<file path="src/rtl/alu_seq_if.sv">
// Handshake bundle for alu_seq_core: operand request side, result side,
// flags and sticky-overflow control. slave = ALU, master = source/sink.
interface alu_seq_if #(
  parameter int WIDTH = 32
);
  logic             in_valid;
  logic             in_ready;
  logic [WIDTH-1:0] op1;
  logic [WIDTH-1:0] op2;
  logic [2:0]       opcode;
  logic             out_valid;
  logic             out_ready;
  logic [WIDTH-1:0] result;
  logic             zero;
  logic             c_out;
  logic             overflow;
  logic             sticky_ovf;
  logic             sticky_clr;

  modport slave (
    input  in_valid, op1, op2, opcode,
    input  out_ready, sticky_clr,
    output in_ready, out_valid, result,
    output zero, c_out, overflow, sticky_ovf
  );

  modport master (
    output in_valid, op1, op2, opcode,
    output out_ready, sticky_clr,
    input  in_ready, out_valid, result,
    input  zero, c_out, overflow, sticky_ovf
  );
endinterface

</file>
<file path="src/rtl/alu_seq_core.sv">
// Registered, handshaked ALU: 7 single-cycle ops plus iterative multiply.
// Ports: clk, rst (async, active-high), bus (alu_seq_if.slave).
module alu_seq_core #(
  parameter int WIDTH  = 32,
  parameter bit MUL_EN = 1'b1
) (
  input  logic     clk,
  input  logic     rst,
  alu_seq_if.slave bus
);

  localparam int CW = (WIDTH > 2) ? $clog2(WIDTH) : 1;

  localparam logic [2:0] OP_MOV  = 3'b000;
  localparam logic [2:0] OP_NOT  = 3'b001;
  localparam logic [2:0] OP_ADD  = 3'b010;
  localparam logic [2:0] OP_NOR  = 3'b011;
  localparam logic [2:0] OP_SUB  = 3'b100;
  localparam logic [2:0] OP_NAND = 3'b101;
  localparam logic [2:0] OP_AND  = 3'b110;
  localparam logic [2:0] OP_MUL  = 3'b111;

  typedef enum logic [1:0] {
    S_IDLE,
    S_BUSY,
    S_DONE
  } state_t;

  state_t state_q, state_d;

  logic [WIDTH-1:0]   res_q, res_d;
  logic               c_q, c_d;
  logic               v_q, v_d;
  logic               stk_q, stk_d;
  logic [2*WIDTH-1:0] mcand_q, mcand_d;
  logic [WIDTH-1:0]   mplr_q, mplr_d;
  logic [2*WIDTH-1:0] acc_q, acc_d;
  logic [CW-1:0]      cnt_q, cnt_d;

  logic               in_ready;
  logic               accept;
  logic               is_mul;
  logic [WIDTH:0]     sum;
  logic [WIDTH:0]     dif;
  logic [WIDTH-1:0]   sc_res;
  logic               sc_c;
  logic               sc_v;
  logic [2*WIDTH-1:0] addend;
  logic [2*WIDTH-1:0] prod;
  logic               last;

  assign in_ready = (state_q == S_IDLE) ||
                    ((state_q == S_DONE) && bus.out_ready);
  assign accept   = bus.in_valid && in_ready;
  assign is_mul   = (bus.opcode == OP_MUL) && MUL_EN;

  assign sum = {1'b0, bus.op1} + {1'b0, bus.op2};
  // Subtract as op1 + ~op2 + 1 so carry-out reads as "no borrow".
  assign dif = {1'b0, bus.op1} + {1'b0, ~bus.op2}
             + (WIDTH+1)'(1);

  always_comb begin
    sc_res = '0;
    sc_c   = 1'b0;
    sc_v   = 1'b0;
    unique case (1'b1)
      (bus.opcode == OP_MOV):  sc_res = bus.op2;
      (bus.opcode == OP_NOT):  sc_res = ~bus.op1;
      (bus.opcode == OP_ADD): begin
        sc_res = sum[WIDTH-1:0];
        sc_c   = sum[WIDTH];
        sc_v   = (bus.op1[WIDTH-1] == bus.op2[WIDTH-1]) &&
                 (sum[WIDTH-1] != bus.op1[WIDTH-1]);
      end
      (bus.opcode == OP_NOR):  sc_res = ~(bus.op1 | bus.op2);
      (bus.opcode == OP_SUB): begin
        sc_res = dif[WIDTH-1:0];
        sc_c   = dif[WIDTH];
        sc_v   = (bus.op1[WIDTH-1] != bus.op2[WIDTH-1]) &&
                 (dif[WIDTH-1] != bus.op1[WIDTH-1]);
      end
      (bus.opcode == OP_NAND): sc_res = ~(bus.op1 & bus.op2);
      (bus.opcode == OP_AND):  sc_res = bus.op1 & bus.op2;
      // Reached for mul only when the multiplier is disabled.
      (bus.opcode == OP_MUL):  sc_res = '0;
      default:                 sc_res = '0;
    endcase
  end

  // One shift-add step: add the shifted multiplicand when the
  // current multiplier LSB is set.
  assign addend = mplr_q[0] ? mcand_q : '0;
  assign prod   = acc_q + addend;
  assign last   = (cnt_q == CW'(WIDTH-1));

  always_comb begin
    state_d = state_q;
    res_d   = res_q;
    c_d     = c_q;
    v_d     = v_q;
    stk_d   = bus.sticky_clr ? 1'b0 : stk_q;
    mcand_d = mcand_q;
    mplr_d  = mplr_q;
    acc_d   = acc_q;
    cnt_d   = cnt_q;
    unique case (state_q)
      S_IDLE, S_DONE: begin
        if (accept) begin
          if (is_mul) begin
            state_d = S_BUSY;
            mcand_d = {{WIDTH{1'b0}}, bus.op1};
            mplr_d  = bus.op2;
            acc_d   = '0;
            cnt_d   = '0;
          end else begin
            state_d = S_DONE;
            res_d   = sc_res;
            c_d     = sc_c;
            v_d     = sc_v;
            // A set on the same edge as a clear wins.
            if (sc_v) stk_d = 1'b1;
          end
        end else if (state_q == S_DONE && bus.out_ready) begin
          state_d = S_IDLE;
        end
      end
      S_BUSY: begin
        acc_d   = prod;
        mcand_d = mcand_q << 1;
        mplr_d  = mplr_q >> 1;
        cnt_d   = cnt_q + CW'(1);
        if (last) begin
          state_d = S_DONE;
          res_d   = prod[WIDTH-1:0];
          c_d     = |prod[2*WIDTH-1:WIDTH];
          v_d     = 1'b0;
        end
      end
      default: state_d = S_IDLE;
    endcase
  end

  always_ff @(posedge clk or posedge rst) begin
    if (rst) begin
      state_q <= S_IDLE;
      res_q   <= '0;
      c_q     <= 1'b0;
      v_q     <= 1'b0;
      stk_q   <= 1'b0;
      mcand_q <= '0;
      mplr_q  <= '0;
      acc_q   <= '0;
      cnt_q   <= '0;
    end else begin
      state_q <= state_d;
      res_q   <= res_d;
      c_q     <= c_d;
      v_q     <= v_d;
      stk_q   <= stk_d;
      mcand_q <= mcand_d;
      mplr_q  <= mplr_d;
      acc_q   <= acc_d;
      cnt_q   <= cnt_d;
    end
  end

  assign bus.in_ready   = in_ready;
  assign bus.out_valid  = (state_q == S_DONE);
  assign bus.result     = res_q;
  assign bus.zero       = (res_q == '0);
  assign bus.c_out      = c_q;
  assign bus.overflow   = v_q;
  assign bus.sticky_ovf = stk_q;

endmodule

</file>
<file path="src/flat_wrapper.sv">
// flat-port wrapper written by rule: the top's interface ports become plain ports
module alu_seq_core_flat 
#(
  parameter int WIDTH  = 32,
  parameter bit MUL_EN = 1'b1
)
  (clk, rst, bus_in_valid, bus_op1, bus_op2, bus_opcode, bus_out_ready, bus_sticky_clr, bus_in_ready, bus_out_valid, bus_result, bus_zero, bus_c_out, bus_overflow, bus_sticky_ovf);
  alu_seq_if #(.WIDTH(WIDTH)) bus_i ();
  input  logic clk;
  input  logic rst;
  input wire logic [$bits(bus_i.in_valid)-1:0] bus_in_valid;
  input wire logic [$bits(bus_i.op1)-1:0] bus_op1;
  input wire logic [$bits(bus_i.op2)-1:0] bus_op2;
  input wire logic [$bits(bus_i.opcode)-1:0] bus_opcode;
  input wire logic [$bits(bus_i.out_ready)-1:0] bus_out_ready;
  input wire logic [$bits(bus_i.sticky_clr)-1:0] bus_sticky_clr;
  output wire logic [$bits(bus_i.in_ready)-1:0] bus_in_ready;
  output wire logic [$bits(bus_i.out_valid)-1:0] bus_out_valid;
  output wire logic [$bits(bus_i.result)-1:0] bus_result;
  output wire logic [$bits(bus_i.zero)-1:0] bus_zero;
  output wire logic [$bits(bus_i.c_out)-1:0] bus_c_out;
  output wire logic [$bits(bus_i.overflow)-1:0] bus_overflow;
  output wire logic [$bits(bus_i.sticky_ovf)-1:0] bus_sticky_ovf;
  assign bus_i.in_valid = bus_in_valid;
  assign bus_i.op1 = bus_op1;
  assign bus_i.op2 = bus_op2;
  assign bus_i.opcode = bus_opcode;
  assign bus_i.out_ready = bus_out_ready;
  assign bus_i.sticky_clr = bus_sticky_clr;
  assign bus_in_ready = bus_i.in_ready;
  assign bus_out_valid = bus_i.out_valid;
  assign bus_result = bus_i.result;
  assign bus_zero = bus_i.zero;
  assign bus_c_out = bus_i.c_out;
  assign bus_overflow = bus_i.overflow;
  assign bus_sticky_ovf = bus_i.sticky_ovf;
  alu_seq_core #(.WIDTH(WIDTH), .MUL_EN(MUL_EN)) u_core (.clk(clk), .rst(rst), .bus(bus_i));
endmodule
</file>
<file path="config.mk">
export PLATFORM = sky130hd
export DESIGN_NAME = alu_seq_core_flat
export DESIGN_NICKNAME = d
export VERILOG_FILES = /design/src/rtl/alu_seq_if.sv /design/src/rtl/alu_seq_core.sv /design/src/flat_wrapper.sv
export SDC_FILE = /design/constraint.sdc
export NUM_CORES = 1
export LEC_CHECK = 0
export ABC_AREA = 1
export CORE_ASPECT_RATIO = 0.5
export CORE_UTILIZATION = 40
export DETAILED_ROUTE_END_ITERATION = 7
export SKIP_CTS_REPAIR_TIMING = 1
export SYNTH_ARGS = -nofsm -noshare
export SYNTH_HDL_FRONTEND = slang
export SYNTH_SLANG_ARGS = --single-unit
</file>
<file path="constraint.sdc">
create_clock -name clk -period 6.8 [get_ports clk]
set_clock_uncertainty 0.15 [all_clocks]
set_input_delay 0.68 -clock clk [delete_from_list [all_inputs] [get_ports clk]]
set_output_delay 0.68 -clock clk [all_outputs]
set_load 0.005 [all_outputs]
</file>
## Word-level counts from Yosys, hierarchy flattened

Cells that the tools add are included.

| storage, ports and cells | value |
|---|---|
| logic and storage cells | 91 |
| bits in registers | 202 |
| input bits | 72 |

| cells by class | value |
|---|---|
| bitwise gates (word level) | 6 |
| equality and inequality tests | 19 |
| $add $sub $neg | 5 |
| multiplexer cells | 38 |
| reduce and logical (&&, ||, !) cells | 14 |

Operators with widths:

| kind | count |
|---|---|
| two-way mux 64 bit | 5 |
| case mux 64 bit (2 select lines) | 2 |
| case mux 32 bit (7 select lines) | 1 |
| two-way mux 32 bit | 5 |
| NOT 32 bit | 4 |
| case mux 32 bit (2 select lines) | 2 |
| adder 32 x 32 -> 33 bit | 2 |
| adder 64 bit | 1 |
| adder 33 x 1 -> 33 bit (second input constant) | 1 |
| AND 32 bit | 1 |
| zero test 32 bit | 1 |
| bitwise OR 32 bit | 1 |
| OR reduction 32 bit | 1 |
| equality test 3 bit (second input constant) | 4 |
| two-way mux 1 bit | 11 |
| two-way mux 5 bit | 2 |
| case mux 5 bit (2 select lines) | 1 |
| two-way mux 2 bit | 4 |
| case mux 1 bit (2 select lines) | 4 |
| equality test 3 x 2 -> 1 bit (second input constant) | 2 |
| != test 2 x 1 -> 1 bit (second input constant) | 3 |
| adder 5 x 1 -> 5 bit (second input constant) | 1 |
| equality test 5 bit (second input constant) | 1 |
| logical AND 1 bit | 4 |
| other kinds (16) | 18 |

## Longest topological paths before layout

Gate-level depths: netlist of run 1.

| logic depth | value |
|---|---|
| depth in word-level cells | 10 |
| mapped depth | 26 |
| gate-level depth less buffers | 24 |

## Worst setup path before layout of run 1

No wires, ideal clock.

| timing | value |
|---|---|
| path type | register to register |
| start | register u_core.mplr_q[0] |
| end | register u_core.c_q (netlist: u_core.bus.c_out) |
| cell stages (with the launch flop) | 26 |
| slack | 3.703 ns |
| data required time | 6.529 ns |
| buffers on the path | 2 |
| data arrival time | 2.826 ns |
| cells stage by stage | dfrtp_1 -> clkbuf_1 -> clkbuf_1 -> nand2_1 -> inv_1 -> ha_1 -> inv_1 -> fa_1 -> inv_1 -> nand3_1 -> nand2_2 -> nand2_1 -> nand2_1 -> nand2_1 -> nand2_1 -> nand2_1 -> nand2_1 -> nand2_1 -> nand3_1 -> nand2_1 -> nor2_1 -> nand2_1 -> nor2_1 -> nand3_1 -> nand2_1 -> nand2_1 |

| on the way | value |
|---|---|
| word-level cells in the longest chain between the ends | 5 |

RTL lines:

| what | line | source |
|---|---|---|
| start, declared | alu_seq_core.sv:36 | `logic [WIDTH-1:0] mplr_q, mplr_d;` |
| start signal, assigned | alu_seq_core.sv:161 | `mplr_q <= mplr_d;` |
| two-way mux 64 bit | alu_seq_core.sv:92 | `assign addend = mplr_q[0] ? mcand_q : '0;` |
| adder 64 bit | alu_seq_core.sv:93 | `assign prod = acc_q + addend;` |
| OR reduction 32 bit | alu_seq_core.sv:135 | `c_d = \|prod[2*WIDTH-1:WIDTH];` |
| two-way mux 1 bit | alu_seq_core.sv:132 | `if (last) begin` |
| case mux 1 bit (2 select lines) | alu_seq_core.sv:106 | `unique case (state_q)` |
| end signal, assigned | alu_seq_core.sv:147 | `c_q <= 1'b0;` |
| end signal, assigned | alu_seq_core.sv:157 | `c_q <= c_d;` |
| end, declared | alu_seq_core.sv:32 | `logic c_q, c_d;` |

No other way between the ends. The select of a mux whose other input is x is not followed.
A chain may end at the register's enable or synchronous reset.

## Worst setup path in the final report of run 1

| timing | value |
|---|---|
| start | input bus_opcode[0] |
| end | register u_core.mplr_q[2] |

| on the way | value |
|---|---|
| word-level cells in the longest chain between the ends | 3 |

RTL lines:

| what | line | source |
|---|---|---|
| start, declared | flat_wrapper.sv:14 | `input wire logic [$bits(bus_i.opcode)-1:0] bus_opcode;` |
| equality test 3 bit | alu_seq_core.sv:55 | `assign is_mul = (bus.opcode == OP_MUL) && MUL_EN;` |
| != test 2 x 1 -> 1 bit (no source line) | - |  |
| AND reduction 3 bit (no source line) | - |  |

No other way between the ends.

==> reports/metrics.yaml, run 1 <==
status: "completed"
synthArstFlopShare_pct: 100
dp_hpwl_mm: 62.5
reg2reg_depth: 19
syn-cell-area_mm2: 0.0204
synth_cell_types: 56
syn2layout_area_growth_pct: 12.4
die_width_um: 322
most-common-layout-cells: "nand2_1, inv_1, nor2_1, a21oi_1, dfrtp_1"
powerDensity_mw_per_mm2: 340
finalNonFillerCells: 4150
r2r_end: "u_core.bus.c_out"
drc_errors: 0
worst_pin_slew_ns: 1.21
dpl.cell_count: 4103
layout_commonest_cell: "nand2_1"
max-cap-violations: 0
slew_headroom_pct: 19.5
synth_area_leaders: "dfrtp_1, nand2_1, inv_1"
period_needed_ns: 4.37
p_leak_nw: 12.5
fin_nets: 3677
timing.fmax_mhz: 229
cts_tree: "done"
syn_avg_cell_area_um2: 6.04
slew_viol_final: 0
start_util_pct: 40.6
first_iter_violations: 2087
synth.largest_area_cell: "dfrtp_1"
dr.pass1.iters: 6
portBuffers: 109
hold_ws_ns: 0.337
grt_max_degree: 92
numCtsBuffers: 24
final.setup.tns_ns: 0
postRouteWirelength_mm: 78.7
n_fill_cell: 5349
synth-edff-count: 0
power_w: 0.00781
cp-end-kind: "register"
period_share_pct: 64.2
cts.sinks: 202
critical_path.endpoint: "u_core.mplr_q[2]"
hold_viol: 0
seq_area_mm2: 0.00506
io_pins: 110
place_area_mm2: 0.0221
cts.root.buffer_cell: "clkbuf_16"
antenna_found_initial: 7
yosysTopAreaCellShare_pct: 24.7
critPathMaxStageDelay_ns: 0.85
cp_slowest_cell: "inv_2"
critPathLaunchType: "input pin"
dr_total_vias: 21888
crit_required_ns: 7.10
rsz0062_at_grt: "no"
rows: 58
peakVddDrop_v: 0.000208
grt_pass1_vias: 20157
hp-class: "register to register"
critPathMaxFanout: 58
synth-seq-cells: 202
crit_type: "input pin to register"
drive_gt1_share_pct: 4.28
synth-seq-area-share_pct: 24.7
post_drt_via_cell_ratio: 5.27
avgRoutedWirePerCell_um: 19.0
reg2reg_from: "u_core.mplr_q[0]"
multiInputGateArea_mm2: 0.0126
core_mm2: 0.0503
gp_congestion: 0.994
setup.worst_path.start: "bus_opcode[0]"
yosysWarnings: 0
grt.overflow.total: 0
grtUsageTotal_pct: 29.8
final_area_mm2: 0.0230
die-area_mm2: 0.0520
synth.net_count: 3622
die_h_um: 162
clk_pin_slew_ns: 0.06
clk_latency_ns: 0.57
setup_viol: 0
grt_pass1_wl_mm: 120
cp.arrival_ns: 4.67
synthFlopType: "dfrtp_1"
clk_path_buf_depth: 3
ctsHtreeMaxLevel: 1
ant_nets: 0
postSynthCellCount: 3384
path_cells: "clkdlybuf4s50_1 > inv_1 > nor3_1 > nand2_1 > buf_4 > inv_2 > nor2_4 > inv_2 > buf_4 > nor2_1 > a221oi_1"
reg2reg_slack_ns: 2.59
-- worst min-delay path by stage --
stage | cells past startpoint | slack (ns) | endpoint | startpoint
final | 2 | 0.34 | u_core.acc_q[4] | u_core.acc_q[4]
after CTS | 2 | 0.33 | u_core.acc_q[4] | u_core.acc_q[4]
after detailed placement | 2 | 0.32 | u_core.acc_q[4] | u_core.acc_q[4]
after floorplan | 2 | 0.30 | u_core.acc_q[2] | u_core.acc_q[2]
after global placement | 2 | 0.31 | u_core.acc_q[2] | u_core.acc_q[2]
after global routing | 1 | 0.36 | u_core.acc_q[18] | u_core.acc_q[18]
-- critical path: cells and delay by family --
| kind | cells | cell delay [ns] |
|---|---|---|
| AO/OA/AOI/OAI | 1 | 0.20 |
| buffers and inverters | 6 | 2.77 |
| AND/OR/NAND/NOR | 4 | 0.96 |
-- cell type report --
type | count | area share, %
flip-flops and latches | 202 | 22.0
clock inverters | 10 | 0.698
clock buffers | 31 | 2.95
diodes | 6 | 0.0654
well taps | 690 | 3.76
multi-input cells | 2454 | 54.9
repair buffers | 125 | 5.28
inverters | 632 | 10.4
-- metrics by stage --
step	util, %	setup WS (ns)
finish	45.7	2.43
detailed placement	44.0	1.90
floorplan	-	0.459
global placement	44.0	1.98
CTS	45.6	2.47
global route	45.7	2.20
-- registers in the layout, summed over array words and instances (netlist names) --
signal and cells:
u_core.acc_q 64, u_core.mcand_q 64, u_core.bus.result 32, u_core.mplr_q 32, u_core.cnt_q 5, u_core.state_q 2
u_core.bus.c_out 1, u_core.bus.overflow 1, u_core.bus.sticky_ovf 1
-- layer usage --
| layer | vias up | wire length, um | GRT usage (%) |
|---|---|---|---|
| li1 | 10868 | - | - |
| met1 | 10172 | 38500 | 44.3 |
| met2 | 735 | 33300 | 45.6 |
| met3 | 111 | 4980 | 3.39 |
| met4 | 2 | 1840 | 7.55 |
| met5 | - | 10 | 0 |
-- cells in the mapped netlist (30+ instances only) --
cell and number:
nand2_1 1073, inv_1 617, ha_1 163, buf_2 30, nand3_1 152, dfrtp_1 202
nor2_1 319, clkbuf_1 55, a21oi_1 214, a221oi_1 34, o22ai_1 91, o21ai_0 147
-- cell families (layout without fill, tap and decap cells) --
group	count (synthesis)	in the layout	share of synthesized area, %
and+or+nand+nor	1699	1699	34.4
buffers and inverters	728	798	13.7
AOI/OAI and AO/OA	585	585	16.8
DFF	202	202	24.7
adders and majority gates	166	166	10.3
xor gates and xnor gates	4	4	0.171
other	0	6	0
-- where the power goes --
group	total, W	switching (W)	internal [W]
registers	0.00214	0.000431	0.00171
clock network	0.00139	0.000573	0.000820
logic	0.00427	0.00285	0.00143
No activity file was read; power rests on OpenSTA's default activity.
==> inputs of run 2 (changes only) <==
==> constraint.sdc (replaced) <==
create_clock -name clk -period 4.2 [get_ports clk]
set_clock_uncertainty 0.15 [all_clocks]
set_input_delay 0.42 -clock clk [delete_from_list [all_inputs] [get_ports clk]]
set_output_delay 0.42 -clock clk [all_outputs]
set_load 0.005 [all_outputs]
==> run 2 against run 1 <==
Compared with the run above: global-route usage increased by 2.2 points; sequential cell count unchanged; power up 58%; largest cell class unchanged; via count is 2.0% higher; worst setup slack worse by 2.0 ns; cell count rose by 0.92%; die area unchanged.
==> reports/metrics.yaml, run 2 (synthesis results as in run 1) <==
timing.fmax_mhz: 269
die-area_mm2: 0.0520
critPathLaunchType: "register"
rsz0062_at_grt: "no"
p_leak_nw: 12.7
worst_pin_slew_ns: 1.00
clockPowerShare_pct: 15.6
grt_max_degree: 96
io_pins: 110
cp_common_cell: "nand2_1"
layout_commonest_cell: "nand2_1"
dp_hpwl_mm: 68.6
cts.root.buffer_cell: "clkbuf_16"
core_mm2: 0.0503
setup_viol: 0
hold_viol: 0
hold_ws_ns: 0.156
start_util_pct: 40.6
use_met1_pct: 48.4
clk_latency_ns: 0.55
r2r_end: "u_core.bus.c_out"
crit_type: "register to register"
drc_errors: 0
swShare_pct: 49.9
cts_tree: "done"
place_ws_ns: 0.153
reg2reg_slack_ns: 0.48
avgRoutedWirePerCell_um: 20.2
peakVddDrop_v: 0.000333
grtUsageTotal_pct: 32.1
clk_pin_slew_ns: 0.06
cp.arrival_ns: 3.99
crit_family: "simple AND/OR/NAND/NOR gates"
clk_path_buf_depth: 3
powerDensity_mw_per_mm2: 534
use_met3_pct: 4.00
place_area_mm2: 0.0225
period_share_pct: 88.6
combPwrFrac_pct: 57.0
slew_viol_final: 0
dr.pass1.iters: 6
top_usage_layer: "met1"
die_width_um: 322
status: "completed"
hp-class: "input pin to asynchronous set/reset pin"
path_cells: "buf_4 > nand2_1 > inv_1 > ha_1 > inv_1 > fa_1 > inv_1 > nand3_1 > nand2_2 > nand2_1 > nand2_1 > nand2_1 > nand2_1 > nand2_1 > nand2_1 > nand2_1 > nand3_1 > nand2_1 > nor2_1 > nand2_1 > nor2_1 > nand3_1 > nand2_1 > nand2_1"
period_needed_ns: 3.72
syn2layout_area_growth_pct: 13.4
grt_pass1_vias: 20596
cp_num_buf_inv: 4
rows: 58
post_drt_via_cell_ratio: 5.33
cp_slowest_cell: "dfrtp_2"
postRouteWirelength_mm: 84.6
portBuffers: 109
worst_slack_ns: 0.480
dr_total_vias: 22327
largestRegisters: "u_core.acc_q x64, u_core.mcand_q x64"
ant_nets: 0
grt_pass1_wl_mm: 126
grt.overflow.total: 0
critPathMaxStageDelay_ns: 0.39
final_area_mm2: 0.0232
die_h_um: 162
cp-end-kind: "register"
n_fill_cell: 5509
slew_headroom_pct: 33.3
internal_power_w: 0.00621
ctsHtreeMaxLevel: 1
drive_gt1_share_pct: 5.27
crit_required_ns: 4.47
first_iter_violations: 2146
reg2reg_from: "u_core.mplr_q[0]"
critPathMaxFanout: 29
gp_congestion: 1.03
most-common-layout-cells: "nand2_1, inv_1, nor2_1, a21oi_1, dfrtp_1"
final.setup.tns_ns: 0
power_switching_w: 0.00617
reg2reg_depth: 24
antenna_found_initial: 7
met2_usage_pct: 48.3
fin_nets: 3716
power_w: 0.0124
p_seq_share_pct: 27.4
cts.sinks: 202
max-cap-violations: 0
numCtsBuffers: 23
## run 2: power by group through the flow
stage | Combinational (W) | Clock [W] | Sequential (W)
after global placement | 0.00692 | 0 | 0.00341
after floorplan | 0.00474 | 0 | 0.00320
after detailed placement | 0.00696 | 0 | 0.00340
after global routing | 0.00791 | 0.00205 | 0.00349
after CTS | 0.00699 | 0.00196 | 0.00338
final | 0.00706 | 0.00193 | 0.00339
## run 2: area by class of cell
| cell class | count | area, um2 | share of cell area [%] |
|---|---|---|---|
| antenna | 4 | 10.0 | 0.0432 |
| clock buffer | 31 | 626 | 2.70 |
| clock inverter | 10 | 71.3 | 0.308 |
| inverter | 632 | 2380 | 10.3 |
| multi-input combinational | 2454 | 12600 | 54.3 |
| sequential | 202 | 5060 | 21.8 |
| tap | 690 | 863 | 3.73 |
| timing repair buffer | 165 | 1570 | 6.79 |
## run 2: worst max path at each step
stage	startpoint	endpoint	slack [ns]	cells after the start
2_1_floorplan	rst	u_core.acc_q[0]	1.01	1
3_3_place_gp	bus_op2[5]	u_core.bus.c_out	0.15	16
3_5_place_dp	bus_op2[5]	u_core.bus.c_out	0.15	16
4_1_cts	u_core.mplr_q[0]	u_core.bus.c_out	0.49	24
5_1_grt	u_core.mplr_q[0]	u_core.bus.c_out	0.16	24
6_report	u_core.mplr_q[0]	u_core.bus.c_out	0.48	24
## run 2: layer usage
| layer | up-vias | wire (um) | share of wire (%) |
|---|---|---|---|
| li1 | 10941 | - | - |
| met1 | 10543 | 41800 | 49 |
| met2 | 754 | 35400 | 42 |
| met3 | 89 | 5700 | 6.7 |
| met4 | 0 | 1690 | 2.0 |
| met5 | - | 0 | 0 |
## run 2: through the flow
step / utilization (%) / std cells
3_3_place_gp: 44.7 / 4143
5_1_grt: 46.1 / 4187
2_1_floorplan: - / 3384
6_report: 46.1 / 4188
3_5_place_dp: 44.7 / 4143
4_1_cts: 46.1 / 4184
